===== config.mk =====
export PLATFORM = sky130hd
export DESIGN_NAME = alu_operand_fetch_flat
export DESIGN_NICKNAME = d
export VERILOG_FILES = /design/src/rtl/alu_operand_fetch_if.sv /design/src/rtl/alu_operand_fetch.sv /design/src/flat_wrapper.sv
export SDC_FILE = /design/constraint.sdc
export NUM_CORES = 1
export LEC_CHECK = 0
export BUFFER_PORTS_ARGS = -buffer_cell sky130_fd_sc_hd__buf_2
export CAP_MARGIN = 5
export CORE_MARGIN = 5
export CORE_UTILIZATION = 50
export CTS_CLUSTER_DIAMETER = 50
export DETAILED_ROUTE_END_ITERATION = 8
export PLACE_DENSITY = 0.91
export REMOVE_ABC_BUFFERS = 1
export SLEW_MARGIN = 20
export SYNTH_ARGS = -nofsm -noshare
export SYNTH_HDL_FRONTEND = slang
export SYNTH_SLANG_ARGS = --single-unit

===== constraint.sdc =====
create_clock -name clk -period 4.2 [get_ports clk]
set_clock_uncertainty 0.2 [all_clocks]
set_input_delay 0.84 -clock clk [delete_from_list [all_inputs] [get_ports clk]]
set_output_delay 0.84 -clock clk [all_outputs]
set_load 0.02 [all_outputs]

===== src/rtl/alu_operand_fetch_if.sv =====
// Instruction-in / operand-out handshake bundle of the ALU operand-fetch stage.
// master = upstream decoder plus ALU side, slave = the fetch stage.
interface alu_operand_fetch_if #(
  parameter int unsigned DW   = 10,
  parameter int unsigned AW   = 3,
  parameter int unsigned OPW  = 5,
  parameter int unsigned IMMW = 4
) ();
  localparam int unsigned IW = OPW + 2*AW + 1 + IMMW;

  logic            in_valid;
  logic            in_ready;
  logic [IW-1:0]   instr;
  logic            out_valid;
  logic            out_ready;
  logic [OPW-1:0]  opcode_o;
  logic [DW-1:0]   op1;
  logic [DW-1:0]   op2;
  logic            illegal;

  modport master (
    output in_valid, instr, out_ready,
    input  in_ready, out_valid, opcode_o, op1, op2, illegal
  );

  modport slave (
    input  in_valid, instr, out_ready,
    output in_ready, out_valid, opcode_o, op1, op2, illegal
  );
endinterface


===== src/rtl/alu_operand_fetch.sv =====
// Multi-cycle operand fetch ahead of the ALU: single-port regfile reads, immediate build, illegal-opcode flag.
// Optional write-through bypass from the writeback port is enabled by defining ALU_OPFETCH_BYPASS_EN.
module alu_operand_fetch #(
  parameter int unsigned DW   = 10,
  parameter int unsigned AW   = 3,
  parameter int unsigned OPW  = 5,
  parameter int unsigned IMMW = 4
) (
  input  logic                  clk,
  input  logic                  rst_n,
  input  logic                  flush,
  alu_operand_fetch_if.slave    bus,
  output logic                  rf_re,
  output logic [AW-1:0]         rf_addr,
  input  logic [DW-1:0]         rf_data,
  input  logic                  wb_we,
  input  logic [AW-1:0]         wb_addr,
  input  logic [DW-1:0]         wb_data
);
  localparam int unsigned IW = OPW + 2*AW + 1 + IMMW;

  typedef struct packed {
    logic [OPW-1:0]  opcode;
    logic [AW-1:0]   src1;
    logic [AW-1:0]   src2;
    logic            imm_sel;
    logic [IMMW-1:0] imm;
  } instr_t;

  typedef enum logic [2:0] {S_IDLE, S_RA, S_RB, S_RC, S_OUT} state_t;

  function automatic logic is_unary(input logic [OPW-1:0] op);
    return (op == OPW'(5'b00101)) || (op == OPW'(5'b00110)) || (op == OPW'(5'b10011));
  endfunction

  function automatic logic is_legal(input logic [OPW-1:0] op);
    logic legal;
    case (op)
      OPW'(5'b00101), OPW'(5'b00110), OPW'(5'b00111), OPW'(5'b01000),
      OPW'(5'b01001), OPW'(5'b01010), OPW'(5'b01011), OPW'(5'b01100),
      OPW'(5'b10011): legal = 1'b1;
      default:        legal = 1'b0;
    endcase
    return legal;
  endfunction

  function automatic logic needs_reg2(input instr_t i);
    return !is_unary(i.opcode) && !i.imm_sel;
  endfunction

  state_t          state_q, state_d;
  instr_t          instr_q, instr_d;
  logic            rf_re_q, rf_re_d;
  logic [AW-1:0]   rf_addr_q, rf_addr_d;
  logic [OPW-1:0]  opcode_q, opcode_d;
  logic [DW-1:0]   op1_q, op1_d;
  logic [DW-1:0]   op2_q, op2_d;
  logic            illegal_q, illegal_d;
  logic            out_valid_q, out_valid_d;
  logic            in_ready_c;
  logic [DW-1:0]   rd_src1_c;
  logic [DW-1:0]   rd_src2_c;

  // Read data for the address issued one cycle earlier (src1 seen in RB, src2 seen in RC).
`ifdef ALU_OPFETCH_BYPASS_EN
  assign rd_src1_c = (wb_we && (wb_addr == instr_q.src1)) ? wb_data : rf_data;
  assign rd_src2_c = (wb_we && (wb_addr == instr_q.src2)) ? wb_data : rf_data;
`else
  logic unused_wb;
  assign unused_wb = ^{wb_we, wb_addr, wb_data};
  assign rd_src1_c = rf_data;
  assign rd_src2_c = rf_data;
`endif

  assign in_ready_c = rst_n && (state_q == S_IDLE) && !flush;

  always_comb begin
    state_d   = state_q;
    instr_d   = instr_q;
    rf_re_d   = 1'b0;
    rf_addr_d = rf_addr_q;
    opcode_d  = opcode_q;
    op1_d     = op1_q;
    op2_d     = op2_q;
    illegal_d = illegal_q;

    case (state_q)
      S_IDLE: begin
        if (bus.in_valid && in_ready_c) begin
          instr_d  = instr_t'(bus.instr);
          opcode_d = instr_d.opcode;
          op1_d    = '0;
          op2_d    = '0;
          if (!is_legal(instr_d.opcode)) begin
            illegal_d = 1'b1;
            state_d   = S_OUT;
          end else begin
            illegal_d = 1'b0;
            state_d   = S_RA;
            rf_re_d   = 1'b1;
            rf_addr_d = instr_d.src1;
          end
        end
      end
      S_RA: begin
        state_d = S_RB;
        if (needs_reg2(instr_q)) begin
          rf_re_d   = 1'b1;
          rf_addr_d = instr_q.src2;
        end
      end
      S_RB: begin
        op1_d = rd_src1_c;
        if (needs_reg2(instr_q)) begin
          state_d = S_RC;
        end else begin
          op2_d   = is_unary(instr_q.opcode) ? '0 : DW'(instr_q.imm);
          state_d = S_OUT;
        end
      end
      S_RC: begin
        op2_d   = rd_src2_c;
        state_d = S_OUT;
      end
      S_OUT: begin
        if (bus.out_ready) state_d = S_IDLE;
      end
      default: state_d = S_IDLE;
    endcase

    // Abort wins over any progress, including an ALU handoff in the same cycle.
    if (flush && (state_q != S_IDLE)) begin
      state_d = S_IDLE;
      rf_re_d = 1'b0;
    end

    out_valid_d = (state_d == S_OUT);
  end

  always_ff @(posedge clk or negedge rst_n) begin
    if (!rst_n) begin
      state_q     <= S_IDLE;
      instr_q     <= '0;
      rf_re_q     <= 1'b0;
      rf_addr_q   <= '0;
      opcode_q    <= '0;
      op1_q       <= '0;
      op2_q       <= '0;
      illegal_q   <= 1'b0;
      out_valid_q <= 1'b0;
    end else begin
      state_q     <= state_d;
      instr_q     <= instr_d;
      rf_re_q     <= rf_re_d;
      rf_addr_q   <= rf_addr_d;
      opcode_q    <= opcode_d;
      op1_q       <= op1_d;
      op2_q       <= op2_d;
      illegal_q   <= illegal_d;
      out_valid_q <= out_valid_d;
    end
  end

  assign bus.in_ready  = in_ready_c;
  assign bus.out_valid = out_valid_q;
  assign bus.opcode_o  = opcode_q;
  assign bus.op1       = op1_q;
  assign bus.op2       = op2_q;
  assign bus.illegal   = illegal_q;
  assign rf_re         = rf_re_q;
  assign rf_addr       = rf_addr_q;
endmodule


===== src/flat_wrapper.sv =====
// flat-port wrapper written by rule: the top's interface ports become plain ports
module alu_operand_fetch_flat 
#(
  parameter int unsigned DW   = 10,
  parameter int unsigned AW   = 3,
  parameter int unsigned OPW  = 5,
  parameter int unsigned IMMW = 4
)
  (clk, rst_n, flush, rf_re, rf_addr, rf_data, wb_we, wb_addr, wb_data, bus_in_valid, bus_instr, bus_out_ready, bus_in_ready, bus_out_valid, bus_opcode_o, bus_op1, bus_op2, bus_illegal);
  alu_operand_fetch_if #(.DW(DW), .AW(AW), .OPW(OPW), .IMMW(IMMW)) bus_i ();
  input  logic clk;
  input  logic rst_n;
  input  logic flush;
  output logic rf_re;
  output logic [AW-1:0] rf_addr;
  input  logic [DW-1:0] rf_data;
  input  logic wb_we;
  input  logic [AW-1:0] wb_addr;
  input  logic [DW-1:0] wb_data;
  input wire logic [$bits(bus_i.in_valid)-1:0] bus_in_valid;
  input wire logic [$bits(bus_i.instr)-1:0] bus_instr;
  input wire logic [$bits(bus_i.out_ready)-1:0] bus_out_ready;
  output wire logic [$bits(bus_i.in_ready)-1:0] bus_in_ready;
  output wire logic [$bits(bus_i.out_valid)-1:0] bus_out_valid;
  output wire logic [$bits(bus_i.opcode_o)-1:0] bus_opcode_o;
  output wire logic [$bits(bus_i.op1)-1:0] bus_op1;
  output wire logic [$bits(bus_i.op2)-1:0] bus_op2;
  output wire logic [$bits(bus_i.illegal)-1:0] bus_illegal;
  assign bus_i.in_valid = bus_in_valid;
  assign bus_i.instr = bus_instr;
  assign bus_i.out_ready = bus_out_ready;
  assign bus_in_ready = bus_i.in_ready;
  assign bus_out_valid = bus_i.out_valid;
  assign bus_opcode_o = bus_i.opcode_o;
  assign bus_op1 = bus_i.op1;
  assign bus_op2 = bus_i.op2;
  assign bus_illegal = bus_i.illegal;
  alu_operand_fetch #(.DW(DW), .AW(AW), .OPW(OPW), .IMMW(IMMW)) u_core (.clk(clk), .rst_n(rst_n), .flush(flush), .bus(bus_i), .rf_re(rf_re), .rf_addr(rf_addr), .rf_data(rf_data), .wb_we(wb_we), .wb_addr(wb_addr), .wb_data(wb_data));
endmodule

# Yosys cells after proc, flatten, opt, wreduce, memory -nomap -nowiden
# Memory sizes are Yosys's and may differ from the RTL's.
# Cells that the tools add are included.
# word_totals
in_bits	45
regBits	42
wordCells	66
romBits	32
memories	1
output_inout_bits	32
# mem_list
memory	words	width	read_ports	rd_ports_with_merged_regs	wr	line	source
(no name shown)	32	1	1	0	0	alu_operand_fetch.sv:38	case (op)
# classes
n_reduce_logical	19
muxes	23
eq_ne	12
# op_table
op	count
10-bit one-hot mux with 3 select lines	1
3-bit 2-to-1 mux	8
10-bit 2-to-1 mux	2
10-bit one-hot mux with 2 select lines	1
3-bit one-hot mux with 5 select lines	1
5-bit by 3-bit == test with 1-bit output (second input constant)	2
1-bit 2-to-1 mux	7
3-bit by 2-bit == test with 1-bit output (second input constant)	2
3-bit == test (second input constant)	2
2-bit inequality test (second input constant)	3
3-bit one-hot mux with 2 select lines	1
3-bit nonzero test	2
5-bit == test (second input constant)	1
1-bit logical AND	5
4-bit 2-to-1 mux	1
2-bit AND reduction	2
4-bit AND reduction	1
2-bit nonzero test	2
3-bit by 1-bit == test with 1-bit output (second input constant)	1
1-bit logical NOT	3
3-bit logical NOT	1
3-bit AND reduction	1
1-bit logical OR	2
2-bit by 1-bit inequality test with 1-bit output (second input constant)	1
1-bit one-hot mux with 2 select lines	1

# Logic depth before layout (Yosys ltp)
# depth
ltp_word	11
depth_mapped	7
depth_no_buf	5

# Worst setup path before layout
# No wires, ideal clock.
# synth_path
path_kind	input port to output port
startpoint	input flush
endpoint	output bus_in_ready
required_time_ps	3160
arrival_time_ps	1259
path_slack_ps	1901
cell_stages	2
path_buffers	0
path_cell_list	nor2_2 and3_1
# synth_via
elab_chain_cells	2
# synth_rtl
item	line	source
start: declaration	flat_wrapper.sv:13	input logic flush;
1-bit logical NOT	alu_operand_fetch.sv:75	assign in_ready_c = rst_n && (state_q == S_IDLE) && !flush;
1-bit logical AND	alu_operand_fetch.sv:75	
end: declaration	flat_wrapper.sv:23	output wire logic [$bits(bus_i.in_ready)-1:0] bus_in_ready;
# Every way passes these cells.

# Worst setup path in the final report
# Ends and elaborated chain as after synthesis.

==> metrics <==
chip height=73.8 um; CTS hold repair buffers=0; DR top layer=met4; root buf cell=clkbuf_8; post-cts sizing count=0; CTS tree=built; Vias=1597; Die Area=about 5400 um^2; Synth Area in Compound Gates=0.149; Hold Path Class=input port to asynchronous set/reset pin; CP top delay family=simple AND/OR/NAND/NOR gates; Synth warnings=0; number of flops mapped to enable cells by yosys=0; post-synthesis mux area share=0.0628; HPWL Detailed=3320 um; Setup violations, final=0; Arr. time, crit path=1.52 ns; number of library cell types mapped by synthesis=44; Sink Count=42; Final ANT Viol Nets=0; Slowest Stage Delay on Critical Path=0.20 ns; Setup Fix Bufs, Post-CTS=0; WL met2=about 2100 um; NetSw=about 360 uW; placed cell areas=about 2300 um^2; global-route wire length before repair=7460 um; Worst VDD drop=295 uV; Net Sw Frac=0.301; Clock Power Share=0.326; max cap viols=0; total track usage=0.180; Boundary Pins=slightly below 80; global route overflow=0; Final period util=0.609; largest net degree at the start of global routing=41; #FFs+latches synth=42; Internal=845 uW; ys flop type=dfrtp_1; synthesis-to-finish area growth=22.3%; CP max FO=6; ys async rst share=1.00; Avg Inst Size Synth=between 10 and 15 um^2; sequential element share of the synthesized area=0.517; largest family of logic cells by synthesized area=simple AND/OR/NAND/NOR gates; leak pwr=0.00128 uW; Slew headroom=0.601; WS Path Type=input port to output pin; commonest non-fill, non-tap cell in the layout=nand2_1; critical path, cell by cell=buf_2, nor2_2, and3_1, buf_2; CP startpoint kind=input port; synthesized cell area=a little over 2000 um^2; worst hold margin=approximately 0.16 ns; FMAX=391 MHz; XOR/XNOR share of the synthesized area=0; unrepaired setup endpoints after global routing=no; Clock Path Buffers=2; WP buf/inv=2; Horiz. Die Dim=roughly 74 um; Mapped Cells=193; Starting Density=0.512; # diodes=0; fin area=2490 um^2; worst slew pin tran=between 0.5 and 0.6 ns; Synth Area in Simple Gates=0.226; initial antenna violation count=0; CTS clk-pin slew, worst paths=0.08 ns; wire per inst=14.8 um; Worst-Skew Late Latency=~0.30 ns; Adder-Cell Fraction of Synth Area=0; met3 wire len=322 um; CP endpoint kind=output pin; IO buf count=62; WP data required=3.16 ns; met1 WL=1960 um; share of cells above drive strength 1=0.407; number of global-route vias before repair=1635; setup_tns=0 ns; Num CTS Buffers=5; Hold Fails Final Rpt=0; core area=3970 um^2; Power Density=just under 500 nW/um^2; Starting DRT DRC Count=between 50 and 60; Final nets=297; Slew Limit Fails=0; H-tree depth=2; most frequent cells in the layout=nand2_1, buf_2, dfrtp_1; crit path time final=approximately 2.6 ns; row count=23; combinational power share=0.238; gp weighted congestion=0.749; status=complete, no violations; drt via density=around 5.3; Slowest cell on crit path=and3_1; utilization after layout=0.626; drt pass-1 iters=5; drt total wl=4470 um; Seq pwr share=0.436; Top cell by count, worst path=buf_2; DRC Markers=0
==> cell families after synthesis <==
logic type,count (synthesis)
AO/OA/AOI/OAI,37
buffers and inverters,15
flip-flops,42
multiplexers,10
AND/OR/NAND/NOR,89
==> cell type report <==
cell class                      count  area [um^2]
Multi-Input combinational cell    136          891
Tap cell                           50         62.6
Timing Repair Buffer               65          333
Clock buffer                        6         82.6
Clock inverter                      2         60.1
Inverter                            2         7.51
Fill cell                         345         1480
Sequential cell                    42         1050
==> sequential cells by signal, summed over array words and instances (netlist names) <==
| name | flops |
|---|---|
| u_core.bus.out_valid | 1 |
| u_core.bus.op1 | 10 |
| u_core.bus.op2 | 10 |
| u_core.rf_re | 1 |
| u_core.rf_addr | 3 |
| u_core.state_q | 3 |
| u_core.bus.illegal | 1 |
| u_core.instr_q | 8 |
| u_core.bus.opcode_o | 5 |
==> cell usage after synthesis, types with 2 or more instances <==
cell	n	share of area
nand2_1	66	0.12
dfrtp_1	42	0.52
o21ai_0	11	0.027
buf_4	6	0.022
mux2_2	6	0.033
a22o_2	5	0.025
a22oi_1	4	0.015
clkbuf_1	4	0.0074
mux2_4	4	0.030
o2bb2ai_1	4	0.017
a21oi_1	2	0.0049
buf_2	2	0.0049
inv_1	2	0.0037
nor2_1	2	0.0037
nor2b_1	2	0.0062
o32ai_1	2	0.0086
or4bb_1	2	0.011
==> worst register-to-register path, stage by stage, from the launching register on <==
cell and delay, ns:
dfrtp_1 0.54, nor2_4 0.22, and4_1 0.59, o21ai_2 0.18
nand2_1 0.17, mux2_2 0.35
==> final timing paths <==
path | depth (start not counted) | startpoint | slack, ns | end
worst max-delay path | 4 | flush | 1.64 | bus_in_ready
worst min-delay path | 1 | rst_n | 0.16 | u_core.bus.illegal
worst max register to register | 5 | u_core.state_q[0] | 1.84 | u_core.rf_addr[0]
worst min register to register | 2 | u_core.instr_q[5] | 0.29 | u_core.instr_q[5]
max in group asynchronous | 2 | rst_n | 2.93 | u_core.instr_q[4]
min in group clk | 2 | u_core.instr_q[5] | 0.29 | u_core.instr_q[5]
==> routing by layer <==
metal,global-route usage,vias up
met5,0,-
met1,0.226,756
li1,-,785
met3,0.0534,6
met4,0.0563,0
met2,0.298,50
==> stage by stage <==
step                      std cells  setup WS [ns]  total power, uW
final                           303           1.64             1210
after global routing            303           1.59             1280
after CTS                       303           1.66             1220
after detailed placement        295           1.42              827
after global placement          295           1.47              814
after floorplan                 180           1.77              712
==> power groups by stage <==
stage / clock network (uW) / registers [uW] / logic [uW]
after floorplan: 0 / 592 / 119
after global placement: 0 / 530 / 283
after detailed placement: 0 / 535 / 292
after CTS: 404 / 527 / 293
after global routing: 422 / 539 / 316
final: 394 / 527 / 287
(Power assumes the default switching activity.)
